### src/rtl/mmio_uart_tx_ctrl_pkg.sv
// Shared state encoding, default MMIO addresses and status-word layout
// for the MMIO UART transmit controller.
package mmio_uart_tx_ctrl_pkg;

  typedef enum logic [1:0] {
    IDLE      = 2'd0,
    LAUNCH    = 2'd1,
    WAIT_ACK  = 2'd2,
    WAIT_DONE = 2'd3
  } tx_state_e;

  localparam logic [31:0] DEF_TX_ADDR     = 32'h1001_0000;
  localparam logic [31:0] DEF_STATUS_ADDR = 32'h1001_0004;

  localparam int unsigned STAT_EMPTY_BIT = 0;
  localparam int unsigned STAT_FULL_BIT  = 1;
  localparam int unsigned STAT_BUSY_BIT  = 2;
  localparam int unsigned STAT_COUNT_LSB = 8;
  localparam int unsigned COUNT_W        = 5;

endpackage

### src/rtl/mmio_uart_tx_ctrl_fifo.sv
// Byte FIFO for the UART transmit path. DEPTH may be 1, in which case it
// degenerates to a single holding register. Caller guards push/pop.
module uart_tx_fifo
  import mmio_uart_tx_ctrl_pkg::*;
#(
  parameter int unsigned DEPTH = 8
) (
  input  logic               clk,
  input  logic               reset,
  input  logic               push,
  input  logic               pop,
  input  logic [7:0]         din,
  output logic [7:0]         dout,
  output logic               full,
  output logic               empty,
  output logic [COUNT_W-1:0] count
);

  localparam int unsigned    PW   = (DEPTH > 1) ? $clog2(DEPTH) : 1;
  localparam logic [PW-1:0]  LAST = PW'(DEPTH - 1);

  logic [7:0]         mem_q [DEPTH];
  logic [PW-1:0]      head_q, head_d;
  logic [PW-1:0]      tail_q, tail_d;
  logic [COUNT_W-1:0] count_q, count_d;

  always_comb begin
    head_d  = head_q;
    tail_d  = tail_q;
    count_d = count_q;
    if (push) tail_d = (tail_q == LAST) ? '0 : tail_q + PW'(1);
    if (pop)  head_d = (head_q == LAST) ? '0 : head_q + PW'(1);
    case ({push, pop})
      2'b10:   count_d = count_q + COUNT_W'(1);
      2'b01:   count_d = count_q - COUNT_W'(1);
      default: count_d = count_q;
    endcase
  end

  always_ff @(posedge clk or posedge reset) begin
    if (reset) begin
      head_q  <= '0;
      tail_q  <= '0;
      count_q <= '0;
    end else begin
      head_q  <= head_d;
      tail_q  <= tail_d;
      count_q <= count_d;
    end
  end

  // Storage needs no reset: the flushed count masks stale entries.
  always_ff @(posedge clk) begin
    if (push) mem_q[tail_q] <= din;
  end

  assign dout  = mem_q[head_q];
  assign full  = (count_q == COUNT_W'(DEPTH));
  assign empty = (count_q == '0);
  assign count = count_q;

endmodule

### src/rtl/mmio_uart_tx_ctrl.sv
// MMIO front end feeding a UART transmitter through a byte FIFO.
// Define MMIO_UART_TX_FIFO_EN for a DEPTH-entry FIFO; otherwise one holding register.
module mmio_uart_tx_ctrl
  import mmio_uart_tx_ctrl_pkg::*;
#(
  parameter int unsigned DEPTH       = 8,
  parameter int unsigned ACK_TIMEOUT = 4,
  parameter logic [31:0] TX_ADDR     = DEF_TX_ADDR,
  parameter logic [31:0] STATUS_ADDR = DEF_STATUS_ADDR
) (
  input  logic        clk,
  input  logic        reset,
  input  logic        mmio_wr_en,
  input  logic        mmio_rd_en,
  input  logic [31:0] mmio_addr,
  input  logic [31:0] mmio_wdata,
  output logic [31:0] mmio_rdata,
  output logic        mmio_stall,
  input  logic        UART_busy,
  output logic        mmio_uart_tx_start,
  output logic [7:0]  mmio_uart_tx_data
);

`ifdef MMIO_UART_TX_FIFO_EN
  localparam int unsigned FIFO_DEPTH = DEPTH;
`else
  // Single holding register regardless of DEPTH.
  localparam int unsigned FIFO_DEPTH = DEPTH / DEPTH;
`endif

  localparam int unsigned   AW       = (ACK_TIMEOUT > 1) ? $clog2(ACK_TIMEOUT) : 1;
  localparam logic [AW-1:0] ACK_LAST = AW'(ACK_TIMEOUT - 1);

  tx_state_e          state_q, state_d;
  logic [AW-1:0]      ack_cnt_q, ack_cnt_d;
  logic [7:0]         tx_data_q, tx_data_d;

  logic               tx_sel, st_sel;
  logic               push, pop;
  logic [7:0]         fifo_dout;
  logic               fifo_full, fifo_empty;
  logic [COUNT_W-1:0] fifo_count;
  logic               unused_wdata_hi;

  assign unused_wdata_hi = ^mmio_wdata[31:8];

  uart_tx_fifo #(
    .DEPTH (FIFO_DEPTH)
  ) u_fifo (
    .clk   (clk),
    .reset (reset),
    .push  (push),
    .pop   (pop),
    .din   (mmio_wdata[7:0]),
    .dout  (fifo_dout),
    .full  (fifo_full),
    .empty (fifo_empty),
    .count (fifo_count)
  );

  // A full FIFO refuses the store even when a pop frees a slot this cycle.
  always_comb begin
    tx_sel     = (mmio_addr == TX_ADDR);
    st_sel     = (mmio_addr == STATUS_ADDR);
    mmio_stall = mmio_wr_en && tx_sel && fifo_full;
    push       = mmio_wr_en && tx_sel && !fifo_full;
    mmio_rdata = '0;
    if (mmio_rd_en && st_sel) begin
      mmio_rdata[STAT_EMPTY_BIT]            = fifo_empty;
      mmio_rdata[STAT_FULL_BIT]             = fifo_full;
      mmio_rdata[STAT_BUSY_BIT]             = (state_q != IDLE);
      mmio_rdata[STAT_COUNT_LSB +: COUNT_W] = fifo_count;
    end
  end

  always_comb begin
    state_d            = state_q;
    ack_cnt_d          = ack_cnt_q;
    tx_data_d          = tx_data_q;
    pop                = 1'b0;
    mmio_uart_tx_start = 1'b0;
    case (state_q)
      IDLE: begin
        if (!fifo_empty && !UART_busy) begin
          pop       = 1'b1;
          tx_data_d = fifo_dout;
          state_d   = LAUNCH;
        end
      end
      LAUNCH: begin
        mmio_uart_tx_start = 1'b1;
        ack_cnt_d          = '0;
        state_d            = WAIT_ACK;
      end
      WAIT_ACK: begin
        if (UART_busy)                   state_d   = WAIT_DONE;
        else if (ack_cnt_q == ACK_LAST)  state_d   = IDLE;
        else                             ack_cnt_d = ack_cnt_q + AW'(1);
      end
      WAIT_DONE: begin
        if (!UART_busy) state_d = IDLE;
      end
      default: state_d = IDLE;
    endcase
  end

  always_ff @(posedge clk or posedge reset) begin
    if (reset) begin
      state_q   <= IDLE;
      ack_cnt_q <= '0;
      tx_data_q <= '0;
    end else begin
      state_q   <= state_d;
      ack_cnt_q <= ack_cnt_d;
      tx_data_q <= tx_data_d;
    end
  end

  assign mmio_uart_tx_data = tx_data_q;

endmodule

### config.mk
export PLATFORM = sky130hd
export DESIGN_NAME = mmio_uart_tx_ctrl
export DESIGN_NICKNAME = d
export VERILOG_FILES = /design/src/rtl/mmio_uart_tx_ctrl_pkg.sv /design/src/rtl/mmio_uart_tx_ctrl_fifo.sv /design/src/rtl/mmio_uart_tx_ctrl.sv
export SDC_FILE = /design/constraint.sdc
export NUM_CORES = 1
export LEC_CHECK = 0
export ABC_AREA = 0
export CAP_MARGIN = 20
export CORE_MARGIN = 2
export CORE_UTILIZATION = 37
export DETAILED_ROUTE_END_ITERATION = 12
export PLACE_DENSITY_LB_ADDON = 0.15
export SKIP_CTS_REPAIR_TIMING = 1
export SLEW_MARGIN = 20
export SYNTH_ARGS = -nofsm -noshare
export SYNTH_HDL_FRONTEND = slang
export SYNTH_SLANG_ARGS = --single-unit
### constraint.sdc
create_clock -name clk -period 7.57 [get_ports clk]
set_input_delay 1.1355 -clock clk [delete_from_list [all_inputs] [get_ports clk]]
set_output_delay 1.1355 -clock clk [all_outputs]
set_load 0.05 [all_outputs]
==> results.json, run 1 <==
{
  "fin_crit_ns": 4.70,
  "drc": 0,
  "status": "completed",
  "post-place-ws_ns": 2.81,
  "drtPass1Iterations": 2,
  "grt_max_degree": 18,
  "cap_violations": 0,
  "p_int_mw": 0.365,
  "grt_pass1_wl_mm": 5.09,
  "worst_pin_slew_ns": 1.01,
  "slew_viol_final": 0,
  "combPwrFrac": 0.517,
  "portBuffers": 62,
  "setup_viol": 0,
  "dp.cells": 242,
  "cp-start-kind": "input pin",
  "ys_ff_latch": 25,
  "crit_path_start": "mmio_addr[17]",
  "start_util": 0.376,
  "power.ir.vdd_worst_uv": 194,
  "syn_avg_cell_area_um2": 11.0,
  "final-instance-count-excl-fill": 246,
  "diodes": 0,
  "p_switching_mw": 0.276,
  "synth.cell_area_mm2": 0.00148,
  "area_growth_pct": 41.8,
  "met2WireLength_mm": 1.71,
  "clock_power_share": 0.122,
  "path_clk_slew_ns": 0.08,
  "die_w_um": 67.3,
  "clockRootBuffer": "clkbuf_8",
  "finalWorstSetupSlack_ns": 2.87,
  "synth_cells": 135,
  "hp-start": "u_fifo.mem_q[0][1]",
  "fin_area_mm2": 0.00210,
  "coreArea_mm2": 0.00394,
  "skew_ns": 0.00692,
  "routed-via-count": 1114,
  "r2r-start": "u_fifo.count[0]",
  "first_global_vias": 1122,
  "finalSetupTns_ns": 0,
  "globalplace.congestion": 0.767,
  "place_hpwl_mm": 2.65,
  "wl_met3_um": 119,
  "grt_antenna_before_repair": 0,
  "synthArstFlopShare": 0.680,
  "cp-end-kind": "output port",
  "drt_iter0_markers": 42,
  "mostFrequentLayoutCells": "clkdlybuf4s50_1, conb_1, dfrtp_1",
  "critPathMaxFanout": 11,
  "placed_area_mm2": 0.00206,
  "yosysSeqAreaShare": 0.449,
  "via_per_inst": 4.53,
  "rsz0062_at_grt": "no",
  "insertion_delay_ns": 0.26,
  "drt-met1-wl_mm": 1.35,
  "synthDistinctLibCells": 33,
  "p_seq_frac": 0.361,
  "htree_levels": 1,
  "cp_data_required_time_ns": 6.43,
  "dieArea_mm2": 0.00453,
  "final_hold_viol_count": 0,
  "yosys_warnings": 0,
  "row_count": 23,
  "die_h_um": 67.3,
  "cts_max_path_buffers": 2,
  "layout-drive-gt1-share": 0.0867,
  "wirelength_mm": 3.18,
  "power_switching_share": 0.431,
  "relSlewSlack": 0.325,
  "final_common_cell": "clkdlybuf4s50_1",
  "synth_flop_cell": "dfrtp_1",
  "cts_buffers": 3,
  "holdWs_ns": 0.484,
  "fmax_mhz": 213,
  "synth_edf_count": 8,
  "cts_tree": "built",
  "path_class": "input pin to output port",
  "antenna_left": 0,
  "ios": 111,
  "post-route-util": 0.534,
  "power_mw": 0.642,
  "hp-class": "register to register",
  "p_per_area_mw_per_mm2": 305,
  "post-route-period-util": 0.621,
  "grt-ovfl-total": 0,
  "top_layer": "met4",
  "crit_arrival_ns": 3.56,
  "grt.total_usage": 0.148,
  "wl_per_cell_um": 12.9,
  "cts_sinks": 25,
  "final_nets": 272,
  "p_leak_nw": 0.859
}
[cell usage after synthesis, drive strengths merged, types with 3 or more instances]
cell / instances / share of area
nand2: 10 / 0.025
buf: 26 / 0.13
o21ai: 4 / 0.013
edfxtp: 8 / 0.16
inv: 4 / 0.010
nor2: 4 / 0.010
ha: 6 / 0.051
mux2: 8 / 0.081
nor4: 11 / 0.046
nor3: 6 / 0.024
xor2: 3 / 0.018
dfrtp: 17 / 0.29
[sequential cells by signal, indices dropped and copies added (netlist names)]
name	count
ack_cnt_q	2
u_fifo.count	5
mmio_uart_tx_data	8
state_q	2
u_fifo.mem_q	8
[cell families after synthesis]
logic type               count (synthesis)  share of synthesized area
other                                    1                    0.00253
AO/OA/AOI/OAI                            9                     0.0379
XOR/XNOR                                 5                     0.0295
adder cells (fa/ha/maj)                  6                     0.0506
AND/OR/NAND/NOR                         47                      0.189
buffers and inverters                   32                      0.148
multiplexers                            10                     0.0944
flip-flops                              25                      0.449
[layer usage]
metal  GRT usage  up-vias
met5           0        -
met4      0.0153        0
met3      0.0367        2
met2       0.269       31
met1       0.183      527
li1            -      554
[path summary, 6_finish.rpt]
path / endpoint / cells past startpoint / slack, ns
max reg2reg: u_fifo.count[4] / 8 / 4.74
min: mmio_uart_tx_data[1] / 1 / 0.48
max in group asynchronous: u_fifo.count[3] / 2 / 5.89
max: mmio_rdata[1] / 5 / 2.87
min reg2reg: mmio_uart_tx_data[1] / 1 / 0.48
min in group asynchronous: mmio_uart_tx_data[2] / 2 / 1.26
[layout make-up]
type	instances	area [µm²]
Sequential cell	25	666
Fill cell	360	1840
Clock buffer	3	41.3
Timing Repair Buffer	62	621
Clock inverter	1	7.51
Tap cell	50	62.6
Inverter	4	15.0
Multi-Input combinational cell	101	692
[power by group through the flow]
stage                     Sequential [mW]  Combinational, mW  Clock, mW
final                               0.232              0.332     0.0783
after global routing                0.240              0.356     0.0859
after CTS                           0.232              0.335     0.0815
after detailed placement            0.235              0.334          0
after global placement              0.232              0.328          0
after floorplan                     0.296              0.183          0
[critical path, cell delays in order]
cell and delay (ns):
clkdlybuf4s50_1 0.40, nor4b_1 0.36, nand4_1 0.42, nor4_1 0.38, clkdlybuf4s50_1 0.86
Power figures use the tool's default switching activity.
==> run 2, diff against run 1 <==
--- a/config.mk
+++ b/config.mk
@@ -8,7 +8,7 @@
 export ABC_AREA = 0
 export CAP_MARGIN = 20
 export CORE_MARGIN = 2
-export CORE_UTILIZATION = 37
+export CORE_UTILIZATION = 31
 export DETAILED_ROUTE_END_ITERATION = 12
 export PLACE_DENSITY_LB_ADDON = 0.15
 export SKIP_CTS_REPAIR_TIMING = 1
==> constraint.sdc (replaced) <==
create_clock -name clk -period 3.84 [get_ports clk]
set_input_delay 0.576 -clock clk [delete_from_list [all_inputs] [get_ports clk]]
set_output_delay 0.576 -clock clk [all_outputs]
set_load 0.05 [all_outputs]
==> run 2 against run 1 <==
Core utilization decreased by 8.2 points. Routed wire length shrank 1.2%. Count of clock-buffer cells in the layout unchanged. Largest cell class unchanged. Largest power group unchanged. Critical path depth stayed put.
==> results.json, run 2 (synthesis results as in run 1) <==
{
  "routed-via-count": 1134,
  "area_growth_pct": 41.8,
  "slew_viol_final": 0,
  "mostFrequentLayoutCells": "clkdlybuf4s50_1, conb_1, dfrtp_1",
  "place_hpwl_mm": 2.61,
  "fillCellCount": 434,
  "p_switching_mw": 0.545,
  "path_class": "input pin to output port",
  "cts_sinks": 25,
  "die_h_um": 73.2,
  "rsz0062_at_grt": "no",
  "fmax_mhz": 289,
  "grt_max_degree": 18,
  "finalSetupTns_ns": 0,
  "power.ir.vdd_worst_uv": 193,
  "first_global_vias": 1160,
  "start_util": 0.318,
  "die_w_um": 73.2,
  "cts_buffers": 3,
  "portBuffers": 62,
  "dieArea_mm2": 0.00536,
  "grt-ovfl-total": 0,
  "final_nets": 273,
  "cp_data_required_time_ns": 3.26,
  "p_seq_frac": 0.359,
  "post-place-ws_ns": 0.329,
  "final_common_cell": "clkdlybuf4s50_1",
  "layout-drive-gt1-share": 0.117,
  "drtPass1Iterations": 4,
  "p_per_area_mw_per_mm2": 602,
  "diodes": 0,
  "skew_ns": 0.00789,
  "path_clk_slew_ns": 0.08,
  "fin_crit_ns": 3.46,
  "p_int_mw": 0.721,
  "insertion_delay_ns": 0.27,
  "cts_tree": "built",
  "grt_pass1_wl_mm": 5.33,
  "clockRootBuffer": "clkbuf_8",
  "cts_max_path_buffers": 2,
  "cp-start-kind": "input pin",
  "clock_power_share": 0.122,
  "wirelength_mm": 3.15,
  "cap_violations": 0,
  "antenna_left": 0,
  "grt.total_usage": 0.128,
  "drc": 0,
  "hp-class": "register to register",
  "cp-end-kind": "output port",
  "crit_arrival_ns": 2.89,
  "ios": 111,
  "globalplace.congestion": 0.698,
  "combPwrFrac": 0.519,
  "worst_pin_slew_ns": 0.631,
  "finalWorstSetupSlack_ns": 0.376,
  "drt_iter0_markers": 46,
  "setup_viol": 0,
  "critPathMaxFanout": 11,
  "post-route-period-util": 0.902,
  "via_per_inst": 4.52,
  "p_leak_nw": 0.875,
  "coreArea_mm2": 0.00466,
  "grt_antenna_before_repair": 0,
  "htree_levels": 1,
  "row_count": 25,
  "wl_per_cell_um": 12.5,
  "relSlewSlack": 0.579,
  "final_hold_viol_count": 0,
  "status": "completed",
  "power_switching_share": 0.431
}
## run 2: cell count changes in the layout (fill, tap and decap cells not counted), sizes merged
cell           delta
clkdlybuf4s50     -5
buf               +6
## run 2: area by class of cell
class,instances,area [µm²],share of cell area
flip-flops and latches,25,666,0.316
multi-input cells,101,692,0.329
clock buffers,3,41.3,0.0196
well taps,54,67.6,0.0321
repair buffers,63,616,0.293
inverters,4,15.0,0.00713
clock inverters,1,7.51,0.00357
## run 2: final timing paths
check | startpoint | slack (ns) | cells past startpoint | end
min reg2reg | u_fifo.mem_q[0][4] | 0.48 | 1 | mmio_uart_tx_data[4]
max in group asynchronous | reset | 2.75 | 2 | mmio_uart_tx_data[3]
min in group asynchronous | reset | 0.68 | 2 | u_fifo.count[1]
max | mmio_addr[17] | 0.38 | 5 | mmio_rdata[10]
min | u_fifo.mem_q[0][4] | 0.48 | 1 | mmio_uart_tx_data[4]
max reg2reg | u_fifo.count[0] | 0.93 | 8 | u_fifo.count[4]
## run 2: power by group through the flow
stage / logic [mW] / registers, mW / clock network [mW]
after floorplan: 0.361 / 0.583 / 0
after global placement: 0.649 / 0.456 / 0
after detailed placement: 0.660 / 0.461 / 0
after CTS: 0.663 / 0.457 / 0.161
after global routing: 0.703 / 0.474 / 0.174
final: 0.657 / 0.455 / 0.154
## run 2: worst max-delay path, cell delays in order
cell	delay (ns)
clkdlybuf4s50_1	0.40
nor4b_1	0.32
nand4_1	0.41
nor3_1	0.33
clkdlybuf4s50_1	0.85
## run 2: metal layers
metal,global-route usage,vias up,part of all wire
li1,-,556,-
met2,0.215,31,0.53
met4,0.0350,0,0.013
met3,0.0387,7,0.043
met5,0,-,0
met1,0.157,540,0.41
## run 2: through the flow
stage / util / hold slack [ns] / instance area, µm² / std cells / power [mW]
3_5_place_dp: 0.441 / 0.464 / 2060 / 247 / 1.12
5_1_grt: 0.452 / 0.496 / 2100 / 251 / 1.35
6_report: 0.452 / 0.481 / 2100 / 251 / 1.27
2_1_floorplan: - / 0.458 / 1570 / 158 / 0.944
4_1_cts: 0.452 / 0.484 / 2100 / 251 / 1.28
3_3_place_gp: 0.441 / 0.462 / 2060 / 247 / 1.10
